<file path="config.mk">
export PLATFORM = sky130hd
export DESIGN_NAME = ex_stage
export DESIGN_NICKNAME = d
export VERILOG_FILES = /design/src/rtl/ex_stage.sv
export SDC_FILE = /design/constraint.sdc
export NUM_CORES = 2
export LEC_CHECK = 0
export CAP_MARGIN = 20
export CORE_MARGIN = 5
export CORE_UTILIZATION = 65
export CTS_BUF_LIST = sky130_fd_sc_hd__clkbuf_4 sky130_fd_sc_hd__clkbuf_8
export CTS_CLUSTER_DIAMETER = 80
export DETAILED_ROUTE_END_ITERATION = 7
export PLACE_DENSITY = 0.91
export SETUP_SLACK_MARGIN = 0.1
export SYNTH_ARGS = -nofsm -noshare
export SYNTH_HDL_FRONTEND = slang
export SYNTH_SLANG_ARGS = --single-unit
</file>
<file path="constraint.sdc">
create_clock -name clk -period 21.4 [get_ports clk]
set_input_delay 4.28 -clock clk [delete_from_list [all_inputs] [get_ports clk]]
set_output_delay 4.28 -clock clk [all_outputs]
set_load 0.05 [all_outputs]
</file>
<file path="src/rtl/ex_stage.sv">
// Execute stage of the 5-stage MIPS pipeline.
// ALU, data SRAM request, HI/LO, multiplier and sequential divider.
module ex_stage #(
    parameter int ID_TO_EX_WD  = 159,
    parameter int EX_TO_MEM_WD = 76,
    parameter int STALL_BUS    = 6
) (
    input  logic                    clk,
    input  logic                    rst,
    input  logic [STALL_BUS-1:0]    stall,
    output logic                    stallreq_for_ex,
    input  logic [ID_TO_EX_WD-1:0]  id_to_ex_bus,
    output logic [EX_TO_MEM_WD-1:0] ex_to_mem_bus,
    output logic [37:0]             ex_to_id_bus,
    output logic                    inst_is_lw,
    output logic [65:0]             hilo_ex_to_id,
    output logic                    data_sram_en,
    output logic [3:0]              data_sram_wen,
    output logic [31:0]             data_sram_addr,
    output logic [31:0]             data_sram_wdata
);

    typedef enum logic [1:0] {
        S_IDLE,
        S_BUSY,
        S_DONE
    } div_state_t;

    logic [ID_TO_EX_WD-1:0] id_to_ex_bus_r;

    logic [31:0] pc;
    logic [31:0] inst;
    logic [11:0] alu_op;
    logic [2:0]  sel_src1;
    logic [3:0]  sel_src2;
    logic        ram_en;
    logic [3:0]  ram_wen;
    logic        rf_we;
    logic [4:0]  rf_waddr;
    logic        sel_rf_res;
    logic [31:0] rdata1;
    logic [31:0] rdata2;

    logic [31:0] src1;
    logic [31:0] src2;
    logic [4:0]  shamt;
    logic [31:0] alu_res;
    logic [31:0] ex_result;

    logic special;
    logic is_mfhi;
    logic is_mflo;
    logic is_mthi;
    logic is_mtlo;
    logic is_mult;
    logic is_multu;
    logic is_div;
    logic is_divu;
    logic div_req;

    logic [31:0] hi;
    logic [31:0] lo;
    logic        hi_we;
    logic        lo_we;
    logic [31:0] hi_wdata;
    logic [31:0] lo_wdata;

    logic [63:0] mul_a;
    logic [63:0] mul_b;
    logic [63:0] prod;

    div_state_t  state;
    logic [4:0]  cnt;
    logic [31:0] rem_r;
    logic [31:0] quo_r;
    logic [31:0] dvs_r;
    logic        neg_q;
    logic        neg_r;
    logic [31:0] res_hi;
    logic [31:0] res_lo;

    logic        a_neg;
    logic        b_neg;
    logic [31:0] dvd_abs;
    logic [31:0] dvs_abs;
    logic [32:0] trial;
    logic [33:0] diff;
    logic        step_ge;
    logic [31:0] step_rem;
    logic [31:0] step_quo;
    logic [31:0] fin_q;
    logic [31:0] fin_r;

    logic unused;

    assign {pc, inst, alu_op, sel_src1, sel_src2,
            ram_en, ram_wen, rf_we, rf_waddr,
            sel_rf_res, rdata1, rdata2} = id_to_ex_bus_r;

    // Input register: load, insert bubble, or hold
    always_ff @(posedge clk) begin
        if (rst) begin
            id_to_ex_bus_r <= '0;
        end else if (stall[2] && !stall[3]) begin
            id_to_ex_bus_r <= '0;
        end else if (!stall[2]) begin
            id_to_ex_bus_r <= id_to_ex_bus;
        end
    end

    // Operand 1 select
    always_comb begin
        src1 = '0;
        unique case (1'b1)
            sel_src1[0]: src1 = rdata1;
            sel_src1[1]: src1 = pc;
            sel_src1[2]: src1 = {27'b0, inst[10:6]};
            default:     src1 = '0;
        endcase
    end

    // Operand 2 select
    always_comb begin
        src2 = '0;
        unique case (1'b1)
            sel_src2[0]: src2 = rdata2;
            sel_src2[1]: src2 = {{16{inst[15]}}, inst[15:0]};
            sel_src2[2]: src2 = 32'd8;
            sel_src2[3]: src2 = {16'b0, inst[15:0]};
            default:     src2 = '0;
        endcase
    end

    assign shamt = src1[4:0];

    // One-hot ALU, alu_op[11] is add down to alu_op[0] lui
    always_comb begin
        alu_res = '0;
        unique case (1'b1)
            alu_op[11]: alu_res = src1 + src2;
            alu_op[10]: alu_res = src1 - src2;
            alu_op[9]:  alu_res = {31'b0, $signed(src1) < $signed(src2)};
            alu_op[8]:  alu_res = {31'b0, src1 < src2};
            alu_op[7]:  alu_res = src1 & src2;
            alu_op[6]:  alu_res = ~(src1 | src2);
            alu_op[5]:  alu_res = src1 | src2;
            alu_op[4]:  alu_res = src1 ^ src2;
            alu_op[3]:  alu_res = src2 << shamt;
            alu_op[2]:  alu_res = src2 >> shamt;
            alu_op[1]:  alu_res = $unsigned($signed(src2) >>> shamt);
            alu_op[0]:  alu_res = {src2[15:0], 16'b0};
            default:    alu_res = '0;
        endcase
    end

    assign special  = inst[31:26] == 6'b000000;
    assign is_mfhi  = special && inst[5:0] == 6'b010000;
    assign is_mthi  = special && inst[5:0] == 6'b010001;
    assign is_mflo  = special && inst[5:0] == 6'b010010;
    assign is_mtlo  = special && inst[5:0] == 6'b010011;
    assign is_mult  = special && inst[5:0] == 6'b011000;
    assign is_multu = special && inst[5:0] == 6'b011001;
    assign is_div   = special && inst[5:0] == 6'b011010;
    assign is_divu  = special && inst[5:0] == 6'b011011;
    assign div_req  = is_div || is_divu;

    assign ex_result = is_mfhi ? hi :
                       is_mflo ? lo : alu_res;

    // Sign-extending for mult lets one 64-bit product serve both forms
    assign mul_a = {{32{is_mult & rdata1[31]}}, rdata1};
    assign mul_b = {{32{is_mult & rdata2[31]}}, rdata2};
    assign prod  = mul_a * mul_b;

    // Pending HI/LO write; a finished divide owns the port
    always_comb begin
        hi_we    = 1'b0;
        lo_we    = 1'b0;
        hi_wdata = '0;
        lo_wdata = '0;
        if (state == S_DONE) begin
            hi_we    = 1'b1;
            lo_we    = 1'b1;
            hi_wdata = res_hi;
            lo_wdata = res_lo;
        end else if (is_mult || is_multu) begin
            hi_we    = 1'b1;
            lo_we    = 1'b1;
            hi_wdata = prod[63:32];
            lo_wdata = prod[31:0];
        end else if (is_mthi) begin
            hi_we    = 1'b1;
            hi_wdata = rdata1;
        end else if (is_mtlo) begin
            lo_we    = 1'b1;
            lo_wdata = rdata1;
        end
    end

    // HI/LO commit only when the stage advances
    always_ff @(posedge clk) begin
        if (rst) begin
            hi <= '0;
            lo <= '0;
        end else if (!stall[3]) begin
            if (hi_we) hi <= hi_wdata;
            if (lo_we) lo <= lo_wdata;
        end
    end

    assign a_neg   = is_div && rdata1[31];
    assign b_neg   = is_div && rdata2[31];
    assign dvd_abs = a_neg ? -rdata1 : rdata1;
    assign dvs_abs = b_neg ? -rdata2 : rdata2;

    // Restoring step; a zero divisor naturally yields all-ones / dividend
    assign trial    = {rem_r, quo_r[31]};
    assign diff     = {1'b0, trial} - {2'b0, dvs_r};
    assign step_ge  = !diff[33];
    assign step_rem = step_ge ? diff[31:0] : trial[31:0];
    assign step_quo = {quo_r[30:0], step_ge};
    assign fin_q    = neg_q ? -step_quo : step_quo;
    assign fin_r    = neg_r ? -step_rem : step_rem;

    // Divider FSM: capture, 32 shift-subtract steps, hold result
    always_ff @(posedge clk) begin
        if (rst) begin
            state  <= S_IDLE;
            cnt    <= '0;
            rem_r  <= '0;
            quo_r  <= '0;
            dvs_r  <= '0;
            neg_q  <= 1'b0;
            neg_r  <= 1'b0;
            res_hi <= '0;
            res_lo <= '0;
        end else begin
            unique case (state)
                S_IDLE: begin
                    if (div_req) begin
                        state <= S_BUSY;
                        cnt   <= '0;
                        rem_r <= '0;
                        quo_r <= dvd_abs;
                        dvs_r <= dvs_abs;
                        neg_q <= (a_neg ^ b_neg) && (rdata2 != 32'd0);
                        neg_r <= a_neg;
                    end
                end
                S_BUSY: begin
                    rem_r <= step_rem;
                    quo_r <= step_quo;
                    cnt   <= cnt + 5'd1;
                    if (cnt == 5'd31) begin
                        state  <= S_DONE;
                        res_hi <= fin_r;
                        res_lo <= fin_q;
                    end
                end
                S_DONE: begin
                    if (!stall[3]) state <= S_IDLE;
                end
                default: state <= S_IDLE;
            endcase
        end
    end

    assign stallreq_for_ex = (state == S_IDLE && div_req) ||
                             (state == S_BUSY);

    assign hilo_ex_to_id = {hi_we, lo_we, hi_wdata, lo_wdata};

    assign ex_to_mem_bus = {pc, ram_en, ram_wen, sel_rf_res,
                            rf_we, rf_waddr, ex_result};
    assign ex_to_id_bus  = {rf_we, rf_waddr, ex_result};

    assign data_sram_en    = ram_en;
    assign data_sram_wen   = ram_wen;
    assign data_sram_addr  = alu_res;
    assign data_sram_wdata = rdata2;

    assign inst_is_lw = ram_en && sel_rf_res && (ram_wen == 4'b0);

    assign unused = ^{stall[5:4], stall[1:0], inst[25:16],
                      trial[32], diff[32]};

endmodule
</file>
# After elaboration in Yosys (flattened, before gate mapping)
# Index checks and enable logic that the tools add are counted.
# word_totals
ff_bits,392
elab_cells,114
# op_classes
add_sub_neg,8
mul,1
magnitude_cmp,2
eq_ne,14
shift,3
n_mux,34
bitwise_logic,8
n_reduce_logical,32
# ops
op,n
2-to-1 mux 32 bit,16
case mux 32 bit (12 select lines),1
negator 32 bit,4
case mux 32 bit (2 select lines),2
case mux 32 bit (4 select lines),1
case mux 32 bit (3 select lines),1
< comparator 32 bit,2
multiplier 33 x 33 -> 64 bit,1
"equality test 6 x 5 -> 1 bit, second input constant",8
subtractor 33 x 32 -> 34 bit,1
adder 32 bit,1
AND 32 bit,1
inverter 32 bit,1
OR 32 bit,1
nonzero test 32 bit,1
<< shifter 32 x 5 -> 32 bit,1
>> shifter 32 x 5 -> 32 bit,1
>>> shifter 32 x 5 -> 32 bit,1
subtractor 32 bit,1
bitwise XOR 32 bit,1
logical AND 1 bit,15
case mux 5 bit (2 select lines),1
AND reduction 2 bit,5
2-to-1 mux 1 bit,7
19 further kinds,27

# Logic depth before layout (Yosys ltp)
# logic_depth
ltp_word,7
mapped_depth,38
depth_no_buf,35

# Worst setup path before layout
# OpenSTA, ideal clock, no wires.
# synth_timing
path_type,flip-flop to output port
from,register id_to_ex_bus_r[121]
to,output port hilo_ex_to_id[58]
arrival_ns,9.594
setup_slack_ns,7.526
stages_incl_launch_ff,36
path_cell_list,dfxtp_1 nor4_1 nand3_1 nor2_1 nand2_1 nor2_1 clkbuf_1 and2_1 clkbuf_1 nand2_1 inv_1 fa_1 inv_1 fa_1 inv_1 fa_1 fa_1 inv_1 fa_1 inv_1 fa_1 inv_1 fa_1 fa_1 inv_1 ha_1 clkbuf_1 a21o_1 a21o_1 a21oi_1 nor2_1 nor2_1 nand2_1 a31oi_1 xor2_1 o21ai_0
# synth_via
elab_chain_len,6
elab_cells_between_ends,11
classes_between,mul: 1; mux: 3; bitwise: 2; reduce/logical: 5
# synth_lines
item,line,rtl
from (decl),29,logic [ID_TO_EX_WD-1:0] id_to_ex_bus_r;
from (signal assigned),107,id_to_ex_bus_r <= id_to_ex_bus;
logical NOT 6 bit (*),156,assign special = inst[31:26] == 6'b000000;
logical AND 1 bit,161,assign is_mult = special && inst[5:0] == 6'b011000;
AND 1 bit (on tied branches),"171, 172",
multiplier 33 x 33 -> 64 bit,173,assign prod = mul_a * mul_b;
2-to-1 mux 32 bit (*),186,end else if (is_mult || is_multu) begin
2-to-1 mux 32 bit (*),181,if (state == S_DONE) begin
to (decl),16,"output logic [65:0] hilo_ex_to_id,"
# Mark *: on every way between the ends. The rest lies on a longest branch, timed or not.

# Worst setup path after layout
# layout_timing
from,register id_to_ex_bus_r[122]
to,output port hilo_ex_to_id[60]
# The elaborated chain is that of the path after synthesis.

==> flow_summary.json <==
{
  "outcome": "finished clean",
  "via_per_inst": 6.65,
  "dieWidth_um": 334,
  "h-tree-depth": 3,
  "multi_input_area_sq_um": 52700,
  "grt_max_degree": 97,
  "grtUsageTotal_pct": 49.2,
  "register_area_sq_um": 7730,
  "yosysUniqueCellTypes": 94,
  "num-fill-cells": 7969,
  "vdd_drop_max_mv": 0.0539,
  "postCtsSetupRepairBufs": 0,
  "worstPathBufferInverterCount": 6,
  "cts_made_buffers": 71,
  "leakage_nw": 32.7,
  "min_period_ps": 18120,
  "hold_viol": 0,
  "slew_viol_final": 0,
  "syn_area_per_cell_sq_um": 8.22,
  "dieArea_sq_um": 112000,
  "maxCapViolCount": 0,
  "drt_iter0_drc": 8485,
  "start_util_pct": 65.2,
  "power_mw": 2.72,
  "end_kind": "primary output",
  "grt_pass1_vias": 66200,
  "clk_pin_slew_ps": 60,
  "grt_pass1_wl_um": 411000,
  "cts_resized": 0,
  "io-pin-count": 418,
  "synth_top_area_cell": "fa_1",
  "postLayoutCoreUtil_pct": 70.4,
  "hp-class": "flip-flop to flip-flop",
  "placementRows": 119,
  "path_class": "flip-flop to primary output",
  "cpMaxStageDelayCell": "and2_1",
  "path_common_cell": "fa_1",
  "tightest_slew_ps": 1420,
  "worst_clock_skew_ps": 77.2,
  "syn2layout_area_growth_pct": 8.12,
  "cts.root.buffer_cell": "clkbuf_8",
  "required_ps": 17120,
  "critical_path.top_delay_family": "adder cells",
  "setup_tns_ps": 0,
  "ant_nets": 0,
  "die_h_um": 334,
  "cts_tree": "yes",
  "synth_async_sr_flop_share_pct": 0,
  "fmax_mhz": 55.2,
  "critPathMaxStageDelay_ps": 840,
  "path_max_fanout": 21,
  "yosys-top-cells-area": "fa_1 33%, dfxtp_1 11%, inv_1 7.2%",
  "cts_sinks": 382,
  "period_share_pct": 84.7,
  "worstPathArrival_ps": 13840,
  "ctsHoldBuffers": 0,
  "drc": 0,
  "maxSlewHeadroom_pct": 5.27,
  "clockBufferDepth": 3,
  "power.density_nw_per_um2": 36.8,
  "wire_per_inst_um": 28.8,
  "core_sq_um": 105000,
  "antenna_found_initial": 22,
  "yosysWarnings": 0,
  "startpoint_type": "flip-flop",
  "setup_viol": 0,
  "num_vias": 64400,
  "whs_ps": 456,
  "synth.most_common_cell": "inv_1",
  "routed_wl_um": 279000,
  "fin_nets": 9877,
  "synth_common_cells": "1306 x inv_1, 1170 x nand2_1, 1128 x fa_1",
  "firstDrtPassIters": 7,
  "hpwl_um": 209000,
  "synthFlopType": "dfxtp_1",
  "syn_area_sq_um": 68300,
  "rsz0062_at_grt": "no",
  "place_congestion": 1.05,
  "synth-seq-area-share_pct": 11.2,
  "grt-ovfl-total": 0,
  "synth_seq_cells": 382,
  "drive_above_1_share_pct": 5.02,
  "io_buffers": 403,
  "synth-edff-count": 0,
  "synth_top_area_share_pct": 33.1,
  "syn_nets": 9954,
  "synthCells": 8312,
  "clk_latency_ps": 750
}
-- worst min-delay path, cell delays in order (launching register included) --
cell and delay [ps]:
dfxtp_1 310, nand2_1 50, o21ai_1 50
-- layer usage --
layer  vias to the layer above  routed length, um  GRT usage (%)
li1                      26100                  -              -
met1                     31000              91300           57.9
met2                      5550             116000           72.3
met3                      1688              43400           19.4
met4                        10              28000           38.0
met5                         -                 69              0
-- layout by cell type (no fill, tap or decap), drive strengths merged, types with 40 or more instances in the layout --
cell,n
xnor2,156
a211oi,103
mux2i,324
nor2,666
a21o,71
xor2,98
clkdlybuf4s50,401
nand2,1170
nor3,69
dfxtp,382
fa,1128
and2,293
buf,144
ha,347
o211ai,40
o21a,50
a221oi,82
o21ai,223
clkbuf,101
a21oi,355
inv,1314
and3,49
nand3,71
a22oi,110
-- final timing paths --
check / startpoint / end / slack [ps] / cells past startpoint
worst max-delay path: id_to_ex_bus_r[122]$_SDFFE_PP0N_ / hilo_ex_to_id[60] / 3280 / 34
worst min-delay path: res_hi[28]$_SDFFE_PP0P_ / res_hi[28]$_SDFFE_PP0P_ / 460 / 2
worst max register to register: id_to_ex_bus_r[122]$_SDFFE_PP0N_ / hi[20]$_SDFFE_PP0P_ / 8670 / 33
worst min register to register: res_hi[28]$_SDFFE_PP0P_ / res_hi[28]$_SDFFE_PP0P_ / 460 / 2
-- metrics by stage --
step | instance area (sq um) | setup slack, ps | instances
after floorplan | 68300 | 7530 | 8312
after global placement | 72200 | 4690 | 9551
after detailed placement | 72200 | 4640 | 9551
after CTS | 73800 | 3780 | 9672
after global routing | 73800 | 3150 | 9675
final | 73800 | 3280 | 9691
-- logic make-up (layout without fill, tap and decap cells) --
kind of cell | after synthesis | count (layout) | share of synthesized area, %
compound gates | 1328 | 1328 | 13.0
xor+xnor | 254 | 254 | 3.26
fa+ha+maj | 1475 | 1475 | 39.4
buf+inv | 2006 | 1977 | 11.7
flops | 382 | 382 | 11.2
mux | 352 | 352 | 5.21
other cells | 0 | 17 | 0
simple gates | 2515 | 2515 | 16.2
-- state kept, by name (all words and copies together) (netlist names), 2 cells and up --
register        flops
cnt                 5
dvs_r              32
hi                 32
id_to_ex_bus_r    149
lo                 32
quo_r              32
rem_r              32
res_hi             32
res_lo             32
state               2
-- power breakdown --
part / switching, mW / internal (mW) / total (mW) / leakage (nW)
logic: 0.769 / 0.358 / 1.13 / 28.8
clock network: 0.371 / 0.446 / 0.817 / 0.823
registers: 0.0453 / 0.727 / 0.772 / 3.12
total: 1.19 / 1.53 / 2.72 / 32.7
-- layout make-up --
cell class / instances / area share [%]
Sequential cell: 382 / 10.5
Tap cell: 1391 / 2.36
Timing Repair Buffer: 545 / 6.94
Clock buffer: 101 / 1.76
Clock inverter: 20 / 0.361
Multi-Input combinational cell: 5924 / 71.4
Inverter: 1311 / 6.66
Antenna cell: 17 / 0.0576
Power figures use the tool's default switching activity.
